### config.mk
export PLATFORM = sky130hd
export DESIGN_NAME = zip_reduce_n
export DESIGN_NICKNAME = d
export VERILOG_FILES = /design/src/rtl/zip_reduce_n_pkg.sv /design/src/rtl/zip_reduce_n_stream_fifo.sv /design/src/rtl/zip_reduce_n.sv
export SDC_FILE = /design/constraint.sdc
export NUM_CORES = 1
export LEC_CHECK = 0
export ABC_CLOCK_PERIOD_IN_PS = 11400
export BUFFER_PORTS_ARGS = -buffer_cell sky130_fd_sc_hd__buf_2
export CAP_MARGIN = 20
export CORE_ASPECT_RATIO = 1.5
export CORE_MARGIN = 1
export CORE_UTILIZATION = 55
export CTS_CLUSTER_DIAMETER = 50
export DETAILED_ROUTE_END_ITERATION = 7
export PLACE_DENSITY = 0.7
export SYNTH_ARGS = -nofsm -noshare
export SYNTH_HDL_FRONTEND = slang
export SYNTH_SLANG_ARGS = --single-unit
### constraint.sdc
create_clock -name clk -period 11.4 [get_ports clk]
set_clock_uncertainty 0.2 [all_clocks]
set_input_delay 2.28 -clock clk [delete_from_list [all_inputs] [get_ports clk]]
set_output_delay 2.28 -clock clk [all_outputs]
set_load 0.1 [all_outputs]
### src/rtl/zip_reduce_n_pkg.sv
// Shared encodings for the N-stream zip/reduce block: reduction modes, FSM states
// and a constant-safe ceil(log2) helper.
package zip_reduce_n_pkg;

    typedef enum logic [1:0] {
        MODE_ADD_WRAP = 2'd0,
        MODE_ADD_SAT  = 2'd1,
        MODE_MIN      = 2'd2,
        MODE_MAX      = 2'd3
    } mode_e;

    typedef enum logic [1:0] {
        ST_IDLE  = 2'd0,
        ST_RUN   = 2'd1,
        ST_DRAIN = 2'd2
    } state_e;

    function automatic int clog2(input int v);
        int r;
        r = 0;
        for (int i = 0; i < 31; i++) begin
            if ((1 << r) < v) r = r + 1;
        end
        return r;
    endfunction

endpackage

### src/rtl/zip_reduce_n_stream_fifo.sv
// Registered synchronous FIFO for one input stream; pointers carry an extra wrap
// bit so full/empty come straight from the pointers (DEPTH must be a power of 2).
module stream_fifo
    import zip_reduce_n_pkg::*;
#(
    parameter int W     = 8,
    parameter int DEPTH = 4
) (
    input  logic         clk,
    input  logic         nrst,
    input  logic         push_valid,
    input  logic [W-1:0] data_in,
    output logic         push_ready,
    input  logic         pop,
    output logic [W-1:0] data_out,
    output logic         empty
);

    localparam int AW = clog2(DEPTH);

    logic [W-1:0] mem [DEPTH];
    logic [AW:0]  wr_ptr;
    logic [AW:0]  rd_ptr;
    logic         full;
    logic         push;

    assign empty      = (wr_ptr == rd_ptr);
    assign full       = (wr_ptr[AW] != rd_ptr[AW]) && (wr_ptr[AW-1:0] == rd_ptr[AW-1:0]);
    // Readiness depends on occupancy only, so a same-cycle pop never frees a slot.
    assign push_ready = !full;
    assign push       = push_valid && !full;
    assign data_out   = mem[rd_ptr[AW-1:0]];

    always_ff @(posedge clk or negedge nrst) begin
        if (!nrst) begin
            wr_ptr <= '0;
            rd_ptr <= '0;
        end else begin
            if (push)          wr_ptr <= wr_ptr + 1'b1;
            if (pop && !empty) rd_ptr <= rd_ptr + 1'b1;
        end
    end

    always_ff @(posedge clk) begin
        if (push) mem[wr_ptr[AW-1:0]] <= data_in;
    end

endmodule

### src/rtl/zip_reduce_n.sv
// Joins N valid/ready streams elementwise through per-stream FIFOs and reduces each
// joined set (wrap add, saturating add, signed min/max) into a registered result.
module zip_reduce_n
    import zip_reduce_n_pkg::*;
#(
    parameter int N     = 3,
    parameter int W     = 8,
    parameter int DEPTH = 4,
    parameter int CNT_W = 16
) (
    input  logic             clk,
    input  logic             nrst,
    input  logic             in_valid,
    output logic             in_ready,
    input  logic [1:0]       mode,
    input  logic [CNT_W-1:0] len,
    output logic             out_valid,
    input  logic             out_ready,
    input  logic [N*W-1:0]   sIn,
    input  logic [N-1:0]     sIn_valid,
    output logic [N-1:0]     sIn_ready,
    output logic [W-1:0]     sOut,
    output logic             sOut_valid,
    input  logic             sOut_ready
);

    localparam int SUM_W = W + clog2(N);
    localparam logic signed [SUM_W-1:0] SAT_HI = {{(SUM_W-W+1){1'b0}}, {(W-1){1'b1}}};
    localparam logic signed [SUM_W-1:0] SAT_LO = {{(SUM_W-W+1){1'b1}}, {(W-1){1'b0}}};

    state_e                   state;
    mode_e                    mode_q;
    logic [CNT_W-1:0]         len_q;
    logic [CNT_W-1:0]         count;
    logic [N-1:0]             empty_v;
    logic signed [W-1:0]      head [N];
    logic                     fire;
    logic signed [SUM_W-1:0]  sum_p0;
    logic signed [W-1:0]      min_p0;
    logic signed [W-1:0]      max_p0;
    logic signed [W-1:0]      red_p0;
    logic                     unused_out_ready;

    assign unused_out_ready = out_ready;

    function automatic logic signed [W-1:0] sat_w(input logic signed [SUM_W-1:0] s);
        if (s > SAT_HI)      return SAT_HI[W-1:0];
        else if (s < SAT_LO) return SAT_LO[W-1:0];
        else                 return s[W-1:0];
    endfunction

    for (genvar g = 0; g < N; g++) begin : g_fifo
        stream_fifo #(.W(W), .DEPTH(DEPTH)) u_fifo (
            .clk        (clk),
            .nrst       (nrst),
            .push_valid (sIn_valid[g]),
            .data_in    (sIn[g*W +: W]),
            .push_ready (sIn_ready[g]),
            .pop        (fire),
            .data_out   (head[g]),
            .empty      (empty_v[g])
        );
    end

    assign in_ready = (state == ST_IDLE);
    assign fire     = (state == ST_RUN) && !(|empty_v) && (!sOut_valid || sOut_ready);

    // Stage p0: combinational reduce of the FIFO heads, registered into sOut on fire
    always_comb begin
        sum_p0 = '0;
        min_p0 = head[0];
        max_p0 = head[0];
        for (int i = 0; i < N; i++) begin
            sum_p0 = sum_p0 + SUM_W'(head[i]);
            if (head[i] < min_p0) min_p0 = head[i];
            if (head[i] > max_p0) max_p0 = head[i];
        end
        case (mode_q)
            MODE_ADD_WRAP: red_p0 = sum_p0[W-1:0];
            MODE_ADD_SAT:  red_p0 = sat_w(sum_p0);
            MODE_MIN:      red_p0 = min_p0;
            default:       red_p0 = max_p0;
        endcase
    end

    always_ff @(posedge clk or negedge nrst) begin
        if (!nrst) begin
            state      <= ST_IDLE;
            mode_q     <= MODE_ADD_WRAP;
            len_q      <= '0;
            count      <= '0;
            sOut       <= '0;
            sOut_valid <= 1'b0;
            out_valid  <= 1'b0;
        end else begin
            out_valid <= 1'b0;
            if (fire) begin
                sOut       <= red_p0;
                sOut_valid <= 1'b1;
            end else if (sOut_ready) begin
                sOut_valid <= 1'b0;
            end
            case (state)
                ST_IDLE: begin
                    if (in_valid) begin
                        state  <= ST_RUN;
                        mode_q <= mode_e'(mode);
                        len_q  <= len;
                        count  <= '0;
                    end
                end
                ST_RUN: begin
                    if (fire) begin
                        count <= count + CNT_W'(1);
                        // len==0 means unbounded: never leaves RUN
                        if (len_q != '0 && count == len_q - CNT_W'(1)) state <= ST_DRAIN;
                    end
                end
                ST_DRAIN: begin
                    if (sOut_valid && sOut_ready) begin
                        state     <= ST_IDLE;
                        out_valid <= 1'b1;
                    end
                end
                default: state <= ST_IDLE;
            endcase
        end
    end

endmodule

== After elaboration in Yosys (flattened, before gate mapping) ==
Memories as Yosys holds them, arrays and structs flattened.
Index checks and enable logic that the tools add are counted.
Widths: inputs -> output; s select.
Cells by class
  shift operators: 0
  add/subtract/negate cells: 10
  multiplexer cells: 25
  reductions and logical operators: 31
  $mul: 0
  $lt $le $gt $ge: 6
  equality and inequality tests: 18
  div/mod/pow operators: 0
  bitwise gates (word level): 0
Operators with widths (count)
  $mux 8: 6
  $mux 16: 2
  $pmux 16 s2: 1
  $pmux 8 s3: 1
  $add 3x1->3 const B: 6
  $add 16x1->16 const B: 1
  $eq 16x16->1: 1
  $gt 8x8->1: 2
  $lt 8x8->1: 2
  $reduce_bool 16->1: 1
  $sub 16x1->16 const B: 1
  $logic_and 1x1->1: 13
  $add 9x8->10: 1
  $gt 10x8->1 const B: 1
  $lt 10x8->1 const B: 1
  $mux 1: 10
  $add 8x8->9: 1
  $eq 3x3->1: 3
  $logic_not 1->1: 8
  $mux 2: 4
  $eq 2x2->1: 3
  $pmux 2 s3: 1
  $eq 2x1->1 const B: 2
  $eq 2x2->1 const B: 2
  other kinds (10): 16
Storage, ports and cells
  memories: 3
  memory bits (writable): 96
  bits in latches: 0
  bits in registers: 64
  ROM bits: 0
  input bits: 50
  word-level logic and storage cells: 106
Memory list
  g_fifo[0].u_fifo.mem: words 4, width 8, rd ports 1, clocked after memory_dff 0, write ports 1, line zip_reduce_n_stream_fifo.sv:21  | logic [W-1:0] mem [DEPTH];
  g_fifo[1].u_fifo.mem: words 4, width 8, rd ports 1, clocked after memory_dff 0, write ports 1, line zip_reduce_n_stream_fifo.sv:21
  g_fifo[2].u_fifo.mem: words 4, width 8, rd ports 1, clocked after memory_dff 0, write ports 1, line zip_reduce_n_stream_fifo.sv:21

== Depth between registers and ports, before layout ==
Gate-level depths: netlist of run 1.
  word-level depth: 7
  depth in mapped cells: 17
  depth with buffers taken out: 16

== By module ==
From an unflattened synthesis of run 1, not the netlist that was laid out.
Second synthesis, totals
  cells, all modules: 747
  area total of the unflattened synthesis: 9133.8 um2
Modules (own cells, without submodules)
  zip_reduce_n: area each 4205.3 um2, times used 1, sequential area each 1151.1 um2, cells each 478
  stream_fifo at g_fifo[0].u_fifo ...: area each 1646.6 um2, times used 2, sequential area each 1111.1 um2, cells each 90
  stream_fifo at g_fifo[1].u_fifo: area each 1635.3 um2, times used 1, sequential area each 1111.1 um2, cells each 89

== Worst setup path before layout of run 1 ==
OpenSTA, ideal clock, no wires.
  kind: register to register
  from: register g_fifo[0].u_fifo.rd_ptr[0]
  to: register sOut[1]
  setup slack: 6.958 ns
  data arrival time: 4.154 ns
  required time: 11.112 ns
  library setup time: 0.088 ns
  stages on the path, launching flop included: 17
  cell sequence: dfrtp_1 -> buf_2 -> mux4_2 -> inv_1 -> ha_1 -> nor2b_1 -> o211ai_1 -> a21oi_1 -> o21ai_1 -> mux2_2 -> ha_1 -> nand4_1 -> or2_2 -> o21ai_0 -> nand2_1 -> o32a_1 -> a41oi_1
On the way
  cells in the longest elaborated chain, start to end: 7
RTL lines
  from (decl): line zip_reduce_n_stream_fifo.sv:23  | logic [AW:0] rd_ptr;
  from (signal assigned): line zip_reduce_n_stream_fifo.sv:40  | if (pop && !empty) rd_ptr <= rd_ptr + 1'b1;
  $mem_v2 4x8
  $add 8x8->9: line zip_reduce_n.sv:74  | sum_p0 = sum_p0 + SUM_W'(head[i]);
  $add 9x8->10: line zip_reduce_n.sv:74
  $lt 10x8->1: line zip_reduce_n.sv:48  | else if (s < SAT_LO) return SAT_LO[W-1:0];
  $mux 8: line zip_reduce_n.sv:48
  $mux 8: line zip_reduce_n.sv:47  | if (s > SAT_HI) return SAT_HI[W-1:0];
  $pmux 8 s3: line zip_reduce_n.sv:78  | case (mode_q)
  to (signal assigned): line zip_reduce_n.sv:98  | sOut <= red_p0;
  to (decl): line zip_reduce_n.sv:22  | output logic [W-1:0] sOut,
Several ways; a longest one is shown, not always the timed one.
A chain may end at the register's enable or synchronous reset.

== Worst setup path in the final report of run 1 ==
  from: register g_fifo[0].u_fifo.rd_ptr[0]
  to: register sOut[3]
The elaborated chain is that of the path after synthesis.

==> results_dict.tcl, run 1 <==
set metrics [dict create \
    wl_per_cell_um 19.48 \
    fin_nets 855 \
    die_width_um 103.9 \
    grt_max_degree 65 \
    dp_cells 928 \
    setup-violations-final 0 \
    drc 0 \
    gp_congestion 0.8925 \
    diodes 0 \
    synth_compound_area_share_pct 9.794 \
    hp-class "flop to flop" \
    crit_chain "mux4_2 > inv_1 > ha_1 > nor2b_1 > o211ai_1 > a21oi_1 > o21ai_1 > mux2i_1 > ha_1 > a21o_1 > nand2_1 > a31oi_1 > o21ai_0 > nand2_1 > o32a_1 > a41oi_1" \
    postCtsSetupBuffers 0 \
    finalWirelength_um 18700 \
    multi_input_area_um2 3814 \
    r2r_slack_ps 5950 \
    die_h_um 154.8 \
    synth_cell_types 60 \
    grt.total_usage_pct 24.77 \
    port_buffers 62 \
    synth_ff_type "edfxtp_1" \
    rr_worst_depth 16 \
    start_util_pct 56.54 \
    critPathLaunchType "flop" \
    hold_buffers 0 \
    clk_latency_ps 430 \
    hold_viol_final 0 \
    synth_cells 686 \
    dp_hpwl_um 13770 \
    cts_max_level 4 \
    drt_pass1_iterations 5 \
    syn-cell-area_um2 8559 \
    reg2reg_to "sOut[3]$_DFFE_PN0P_" \
    cts_tree "done" \
    worst_slack_ps 5953 \
    rsz0062_at_grt "no" \
    clkSlewWorstSetupHoldPaths_ps 70 \
    area_delta_synth_final_pct 12.83 \
    cts_buffers 17 \
    fin_util_pct 63.79 \
    grt_pass1_vias 5922 \
    slew_violations 0 \
    synth_warnings 0 \
    synth_fa_ha_area_share_pct 9.121 \
    slowest_delay_ps 780 \
    ys_ff_latch 160 \
    critPathMaxFanout 11 \
    die_area_um2 16080 \
    nFillCells 1176 \
    rows 55 \
    synth_nets 793 \
    post_cts_resize_count 0 \
    arrival_ps 5570 \
    grt_pass1_wl_um 30110 \
    critical-path-slowest-cell "o21ai_1" \
    yosys.area_share.xor_xnor_pct 5.628 \
    critPathKind "flop to flop" \
    drt-vias-per-instance 5.872 \
    pre_cts_ws_ps 5963 \
    startpoint "g_fifo[0].u_fifo.rd_ptr[0]$_DFFE_PN0P_" \
    final.min_clock_period_ps 5447 \
    synthSimpleGateAreaFrac_pct 10.29 \
    max_clock_freq_mhz 183.6 \
    cp-endpoint "sOut[3]$_DFFE_PN0P_" \
    fin_setup_tns_ps 0 \
    synthArstFlopShare_pct 40.00 \
    r2r-start "g_fifo[0].u_fifo.rd_ptr[0]$_DFFE_PN0P_" \
    cap_violations 0 \
    synth_top_family_by_area "simple AND/OR/NAND/NOR gates" \
    crit_required_ps 11530 \
    regArea_um2 4484 \
    finalCritPeriodShare_pct 47.78 \
    layoutNonFillerInstCount 960 \
    antenna_found_initial 0 \
    drt_iter0_drc 265 \
    crit_path_end_kind "flop" \
    hold_start "g_fifo[0].u_fifo.wr_ptr[2]$_DFFE_PN0P_" \
    coreArea_um2 15140 \
    cts_root_buf "clkbuf_16" \
    io_pins 64 \
    synth.area.mux_share_pct 9.721 \
    worstMarginPinSlew_ps 956.1 \
    synth-edff-count 96 \
    ys_seq_area_share_pct 52.39 \
    num_vias 5637 \
    outcome "finished clean" \
    grt_overflow 0 \
    cts_max_path_buffers 2 \
    syn_avg_cell_area_um2 12.48 \
    numClockSinks 160 \
    antenna_left 0 \
    drive_gt1_share_pct 19.58 \
    max-slew-margin-rel_pct 35.83 \
]
registers in the layout, summed over array words and instances (netlist names):
signal	flops
g_fifo.u_fifo.mem	96
count	16
len_q	16
g_fifo.u_fifo.rd_ptr	9
g_fifo.u_fifo.wr_ptr	9
sOut	8
mode_q	2
state	2
out_valid	1
sOut_valid	1
worst min-delay path by stage:
stage	end	cells past startpoint
global route	g_fifo[0].u_fifo.rd_ptr[2]$_DFFE_PN0P_	1
global placement	state[0]$_DFFE_PN0P_	1
detailed placement	g_fifo[0].u_fifo.wr_ptr[2]$_DFFE_PN0P_	1
floorplan	state[0]$_DFFE_PN0P_	1
finish	g_fifo[0].u_fifo.wr_ptr[2]$_DFFE_PN0P_	1
CTS	g_fifo[0].u_fifo.wr_ptr[2]$_DFFE_PN0P_	1
cell usage in the layout (no fill, tap or decap), drive strengths merged, types with 3 or more instances in the layout:
cell type  netlist  final
a31oi            6      6
and3            14     14
a41oi            8      8
mux2            17     17
nor3            10     10
clkbuf          11     17
inv             42     49
mux2i           10     10
buf             11     65
o21ai           32     32
nor2            37     37
a21oi           35     35
mux4            24     24
nor2b            6      6
xnor2           30     30
and2             8      8
ha              48     48
nand2b           3      3
a21o             6      6
a211o            5      5
bufinv           0      3
o2111ai          3      3
fa               9      9
or3             11     11
clkinv           0      3
o32a             6      6
dfrtp           64     64
nand3           11     11
nand4            8      8
or4              4      4
xor2            25     25
or2              5      5
o211ai           7      7
nand2           46     46
edfxtp          96     96
worst max-delay path: cells and delay by family (launching register included):
family | cells | cell delay (ps)
compound gates | 8 | 2220
mux | 2 | 1010
buf+inv | 1 | 160
simple gates | 3 | 420
flops | 1 | 750
fa+ha+maj | 2 | 570
stage by stage:
stage,instance area (um2),hold slack [ps]
4_1_cts,9658,295.3
2_1_floorplan,8559,245.9
3_5_place_dp,9037,283.8
6_report,9658,289.0
5_1_grt,9658,313.6
3_3_place_gp,9037,260.6
synthesized netlist by cell type (3+ instances only):
| cell | count | share of area [%] |
|---|---|---|
| or3_1 | 11 | 0.80 |
| and2_1 | 7 | 0.51 |
| o211ai_1 | 7 | 0.61 |
| mux2_2 | 17 | 2.2 |
| mux4_2 | 24 | 6.3 |
| a31oi_1 | 6 | 0.44 |
| nor3_1 | 9 | 0.53 |
| inv_1 | 42 | 1.8 |
| a211o_1 | 5 | 0.51 |
| o32a_1 | 6 | 0.70 |
| buf_2 | 5 | 0.29 |
| fa_1 | 9 | 2.1 |
| clkbuf_1 | 11 | 0.48 |
| xor2_1 | 25 | 2.6 |
| a21oi_1 | 35 | 2.0 |
| nand4_1 | 8 | 0.58 |
| o21ai_0 | 30 | 1.8 |
| xnor2_1 | 30 | 3.1 |
| or2_2 | 5 | 0.37 |
| nor2_1 | 37 | 1.6 |
| dfrtp_1 | 64 | 19 |
| nor2b_1 | 6 | 0.44 |
| or4_1 | 3 | 0.26 |
| and3_1 | 14 | 1.0 |
| a41oi_1 | 8 | 0.82 |
| buf_4 | 4 | 0.35 |
| mux2i_1 | 10 | 1.2 |
| ha_1 | 48 | 7.0 |
| nand3_1 | 11 | 0.64 |
| a21o_1 | 6 | 0.53 |
| o2111ai_1 | 3 | 0.31 |
| edfxtp_1 | 96 | 34 |
| nand2_1 | 46 | 2.0 |
| nand2b_1 | 3 | 0.22 |
cell type report:
class / count / area share, %
Tap cell: 199 / 2.578
Inverter: 42 / 1.632
Clock buffer: 17 / 4.405
Multi-Input combinational cell: 462 / 39.49
Clock inverter: 15 / 2.021
Sequential cell: 160 / 46.43
Timing Repair Buffer: 65 / 3.446
per-layer routing:
layer | share of wire, % | track usage, % | wire [um] | up-vias
li1 | - | - | - | 2692
met1 | 39 | 26.53 | 7241 | 2791
met2 | 54 | 45.62 | 10120 | 122
met3 | 3.2 | 4.340 | 594 | 32
met4 | 4.0 | 14.29 | 741 | 0
met5 | 0 | 0 | 0 | -
logic make-up (layout without fill, tap and decap cells):
family / after synthesis / in the layout
AND/OR/NAND/NOR: 172 / 172
adder cells (fa/ha/maj): 57 / 57
multiplexers: 51 / 51
flip-flops: 160 / 160
buffers and inverters: 64 / 139
XOR/XNOR: 55 / 55
AO/OA/AOI/OAI: 127 / 127
Power of run 1 is left out: the tool's default activity adds up to more than one toggle a clock period on the data nets, which glitch-free logic cannot reach.
==> run 2, diff against run 1 <==
- ABC_CLOCK_PERIOD_IN_PS: 11400 -> 4900
- PLACE_DENSITY: 0.7 -> 0.73
- clock period: 11.4 -> 4.9 ns (I/O delays scaled with it)
==> run 2 against run 1 <==
Effect of this change: sequential share of layout area shrank 0.27 points; non-clock buffer count increased by 11; first-iteration DRC count increased by 60%; worst setup slack worse by 5700 ps; core utilization grew 0.39 points.
==> results_dict.tcl, run 2 (synthesis gave the netlist of run 1 again) <==
set metrics [dict create \
    layoutNonFillerInstCount 971 \
    nFillCells 1142 \
    slowest_delay_ps 580 \
    critPathMaxFanout 7 \
    arrival_ps 4730 \
    cts_root_buf "clkbuf_16" \
    reg2reg_to "sOut[3]$_DFFE_PN0P_" \
    cts_max_level 4 \
    hold_depth 1 \
    drt-vias-per-instance 5.912 \
    wl_per_cell_um 19.23 \
    fin_setup_tns_ps 0 \
    mostFrequentLayoutCells "edfxtp_1, dfrtp_1, buf_2" \
    use_met1_pct 27.46 \
    cts_max_path_buffers 2 \
    antenna_left 0 \
    crit_chain "buf_4 > mux4_2 > inv_1 > ha_1 > inv_1 > o211ai_1 > o21ai_1 > a21oi_1 > a21oi_1 > ha_1 > o21ai_0 > a21oi_1 > a211o_1 > or2_2 > a31oi_2 > buf_4 > o21ai_0 > a41oi_1" \
    met2_usage_pct 46.22 \
    crit_path_end_kind "flop" \
    regArea_um2 4486 \
    clk_latency_ps 430 \
    coreArea_um2 15140 \
    rows 55 \
    hp-class "flop to flop" \
    grt_overflow 0 \
    finalCritPeriodShare_pct 93.95 \
    gp_congestion 0.9268 \
    mostFrequentLayoutCell "edfxtp_1" \
    start_util_pct 56.54 \
    port_buffers 62 \
    rr_worst_depth 18 \
    grt_max_degree 42 \
    finalWirelength_um 18670 \
    fin_nets 866 \
    multi_input_area_um2 3826 \
    holdPathEnd "g_fifo[0].u_fifo.wr_ptr[2]$_DFFE_PN0P_" \
    largest_register_ffs 96 \
    die_width_um 103.9 \
    num_vias 5741 \
    slew_violations 0 \
    area_delta_synth_final_pct 13.52 \
    die_area_um2 16080 \
    cap_violations 0 \
    final.min_clock_period_ps 4603 \
    grt.total_usage_pct 25.05 \
    worst_slack_ps 296.7 \
    critPathLaunchType "flop" \
    critical_path_buf_inv_count 4 \
    drc 0 \
    cts_tree "done" \
    grt_pass1_wl_um 30650 \
    numClockSinks 160 \
    crit_top_cell "a21oi_1" \
    grt_pass1_vias 6065 \
    crit_required_ps 5030 \
    worstMarginPinSlew_ps 935.8 \
    cpLargestDelayFamily "compound AO/OA/AOI/OAI gates" \
    rsz0062_at_grt "no" \
    diodes 0 \
    drt_pass1_iterations 5 \
    dp_cells 939 \
    die_h_um 154.8 \
    cts_buffers 17 \
    r2r-start "g_fifo[0].u_fifo.rd_ptr[0]$_DFFE_PN0P_" \
    max_clock_freq_mhz 217.2 \
    pre_cts_ws_ps 84.02 \
    antenna_found_initial 0 \
    hold_viol_final 0 \
    max-slew-margin-rel_pct 37.61 \
    critPathKind "flop to flop" \
    io_pins 64 \
    drive_gt1_share_pct 20.98 \
    hold_start "g_fifo[0].u_fifo.wr_ptr[2]$_DFFE_PN0P_" \
    clkSlewWorstSetupHoldPaths_ps 60 \
    met3_usage_pct 4.003 \
    setup-violations-final 0 \
    critical-path-slowest-cell "mux4_2" \
    outcome "finished clean" \
    r2r_slack_ps 300 \
    drt_iter0_drc 425 \
    busiest_layer "met2" \
    dp_hpwl_um 13860 \
]
-- run 2: cell count changes in the layout (fill, tap and decap cells not counted), moves of 2 or more --
| cell | delta |
|---|---|
| inv_8 | -2 |
| clkinvlp_4 | +2 |
| a31oi_1 | -2 |
| clkinv_4 | -2 |
| a31oi_2 | +2 |
| buf_4 | +11 |
-- run 2: how the worst max path moves through the flow --
| stage | startpoint | to | slack (ps) | cells past startpoint |
|---|---|---|---|---|
| after floorplan | g_fifo[0].u_fifo.rd_ptr[0]$_DFFE_PN0P_ | sOut[1]$_DFFE_PN0P_ | 460 | 16 |
| after global placement | g_fifo[0].u_fifo.rd_ptr[0]$_DFFE_PN0P_ | sOut[3]$_DFFE_PN0P_ | 220 | 19 |
| after detailed placement | g_fifo[0].u_fifo.rd_ptr[0]$_DFFE_PN0P_ | sOut[3]$_DFFE_PN0P_ | 80 | 18 |
| after CTS | g_fifo[0].u_fifo.rd_ptr[0]$_DFFE_PN0P_ | sOut[3]$_DFFE_PN0P_ | 70 | 18 |
| after global routing | g_fifo[1].u_fifo.rd_ptr[0]$_DFFE_PN0P_ | sOut[6]$_DFFE_PN0P_ | 4 | 18 |
| final | g_fifo[0].u_fifo.rd_ptr[0]$_DFFE_PN0P_ | sOut[3]$_DFFE_PN0P_ | 300 | 18 |
-- run 2: routing by layer --
metal | vias up | wire, um
met2 | 169 | 10140
met1 | 2827 | 7187
met4 | 0 | 704
met5 | - | 0
li1 | 2705 | -
met3 | 40 | 642
-- run 2: through the flow --
stage	instance area, um2	hold WS [ps]	utilization (%)
2_1_floorplan	8559	245.9	-
3_3_place_gp	9120	262.3	60.24
3_5_place_dp	9120	280.8	60.24
4_1_cts	9703	291.8	64.09
5_1_grt	9717	304.6	64.18
6_report	9717	286.4	64.18
-- run 2: final cells by class --
type | count | area share, %
repair buffers | 76 | 4.275
multi-input cells | 462 | 39.38
clock buffers | 17 | 4.378
clock inverters | 15 | 1.622
well taps | 199 | 2.562
inverters | 42 | 1.622
flip-flops and latches | 160 | 46.16
-- run 2: timing repair --
item | CTS | global route
setup endpoints to repair | 0 | 7
gates resized for setup | 0 | 3
hold buffers | 0 | 0
setup buffers | 0 | 0
-- run 2: worst register-to-register path: stages (launching register included) --
cell and delay, ps:
dfrtp_2 480, buf_4 180, mux4_2 580, inv_1 130
ha_1 250, inv_1 70, o211ai_1 110, o21ai_1 270
a21oi_1 130, a21oi_1 230, ha_1 270, o21ai_0 170
a21oi_1 100, a211o_1 310, or2_2 290, a31oi_2 240
buf_4 180, o21ai_0 80, a41oi_1 230
Power of run 2 is left out for the same reason.
==> run 3, diff against run 2 <==
- CORE_UTILIZATION: 55 -> 25
- PLACE_DENSITY: 0.73 -> 0.37
==> run 3 against run 2 <==
Effect of this change: hold slack got worse by 110 ps; non-clock buffer count rose by 4; count of clock-buffer cells in the layout grew 1; critical endpoint is now sOut[6]$_DFFE_PN0P_.
==> results_dict.tcl, run 3 (synthesis gave the netlist of run 1 again) <==
set metrics [dict create \
    largest_register_ffs 96 \
    hold_buffers 0 \
    grt.total_usage_pct 12.83 \
    mostFrequentLayoutCell "edfxtp_1" \
    hold_viol_final 0 \
    cts_max_level 4 \
    worstMarginPinSlew_ps 939.1 \
    die_h_um 228.6 \
    grt_overflow 0 \
    post_cts_resize_count 0 \
    drt_iter0_drc 203 \
    final.min_clock_period_ps 4603 \
    clkSlewWorstSetupHoldPaths_ps 70 \
    grt_pass1_vias 5979 \
    crit_chain "buf_4 > mux4_2 > inv_1 > ha_1 > nor2b_1 > o211ai_1 > a21oi_1 > o21ai_1 > buf_4 > mux2i_1 > ha_1 > nor2b_1 > o211ai_1 > a21oi_1 > o21ai_0 > nand2_2 > o32a_1 > a41oi_1" \
    cts_root_buf "clkbuf_16" \
    crit_required_ps 5040 \
    drc 0 \
    finalWirelength_um 21400 \
    fin_nets 870 \
    max-slew-margin-rel_pct 37.33 \
    finalCritPeriodShare_pct 93.93 \
    hp-class "primary input to async pin" \
    cap_violations 0 \
    die_width_um 153.1 \
    die_area_um2 35000 \
    antenna_found_initial 0 \
    fin_setup_tns_ps 0 \
    coreArea_um2 33550 \
    wl_per_cell_um 17.89 \
    drt_pass1_iterations 6 \
    outcome "finished clean" \
    drive_gt1_share_pct 21.52 \
    setup-violations-final 0 \
    cts_tree "done" \
    port_buffers 62 \
    drt-vias-per-instance 4.685 \
    r2r-start "g_fifo[0].u_fifo.rd_ptr[0]$_DFFE_PN0P_" \
    reg2reg_to "sOut[6]$_DFFE_PN0P_" \
    finalHoldWorstSlack_ps 176.9 \
    num_vias 5603 \
    max_clock_freq_mhz 217.3 \
    numClockSinks 160 \
    slowest_delay_ps 570 \
    dp_hpwl_um 16590 \
    rows 82 \
    crit_path_end_kind "flop" \
    critPathKind "flop to flop" \
    clk_latency_ps 440 \
    critPathLaunchType "flop" \
    cts_buffers 17 \
    nFillCells 3385 \
    rsz0062_at_grt "no" \
    critPathMaxFanout 8 \
    startpoint "g_fifo[0].u_fifo.rd_ptr[0]$_DFFE_PN0P_" \
    gp_congestion 0.8555 \
    area_delta_synth_final_pct 16.91 \
    postCtsSetupBuffers 0 \
    arrival_ps 4740 \
    r2r_slack_ps 300 \
    slew_violations 0 \
    grt_max_degree 42 \
    antenna_left 0 \
    critical-path-slowest-cell "mux4_2" \
    diodes 0 \
    io_pins 64 \
    grt_pass1_wl_um 33410 \
    cp-endpoint "sOut[6]$_DFFE_PN0P_" \
    mostFrequentLayoutCells "edfxtp_1, dfrtp_1, buf_2" \
    rr_worst_depth 18 \
    start_util_pct 25.51 \
    cts_max_path_buffers 2 \
]
run 3: layer usage:
| metal | share of wire (%) | global-route usage, % |
|---|---|---|
| met5 | 0 | 0 |
| met4 | 2.4 | 5.650 |
| met3 | 2.3 | 2.427 |
| met2 | 55 | 24.71 |
| met1 | 40 | 13.24 |
run 3: critical path: cells and delay by family, from the launching register on:
family / cells / cell delay, ps
DFF: 1 / 350
AOI/OAI and AO/OA: 8 / 1470
muxes: 2 / 910
buffers and inverters: 3 / 550
adders and majority gates: 2 / 560
and+or+nand+nor: 3 / 450
run 3: layout make-up:
class	count	area, um2	share of cell area (%)
Sequential cell	160	4486	44.82
Clock buffer	18	429.2	4.289
Clock inverter	14	130.1	1.300
Timing Repair Buffer	80	457.9	4.576
Tap cell	420	525.5	5.251
Multi-Input combinational cell	462	3821	38.18
Inverter	42	157.7	1.575
run 3: through the flow:
stage / cell area, um2 / worst slack [ps] / utilization (%) / cells
2_1_floorplan: 8559 / 457.9 / - / 686
3_3_place_gp: 9419 / 118.1 / 28.07 / 1163
3_5_place_dp: 9419 / 40.99 / 28.07 / 1163
4_1_cts: 9978 / 28.32 / 29.74 / 1195
5_1_grt: 10010 / 1.302 / 29.83 / 1196
6_report: 10010 / 297.5 / 29.83 / 1196
run 3: worst min-delay path by stage:
stage | from | end
finish | nrst | state[0]$_DFFE_PN0P_
global placement | state[1]$_DFFE_PN0P_ | state[0]$_DFFE_PN0P_
CTS | g_fifo[2].u_fifo.wr_ptr[2]$_DFFE_PN0P_ | g_fifo[2].u_fifo.wr_ptr[2]$_DFFE_PN0P_
global route | nrst | g_fifo[2].u_fifo.rd_ptr[2]$_DFFE_PN0P_
floorplan | state[1]$_DFFE_PN0P_ | state[0]$_DFFE_PN0P_
detailed placement | g_fifo[2].u_fifo.wr_ptr[2]$_DFFE_PN0P_ | g_fifo[2].u_fifo.wr_ptr[2]$_DFFE_PN0P_
Power of run 3 is left out for the same reason.
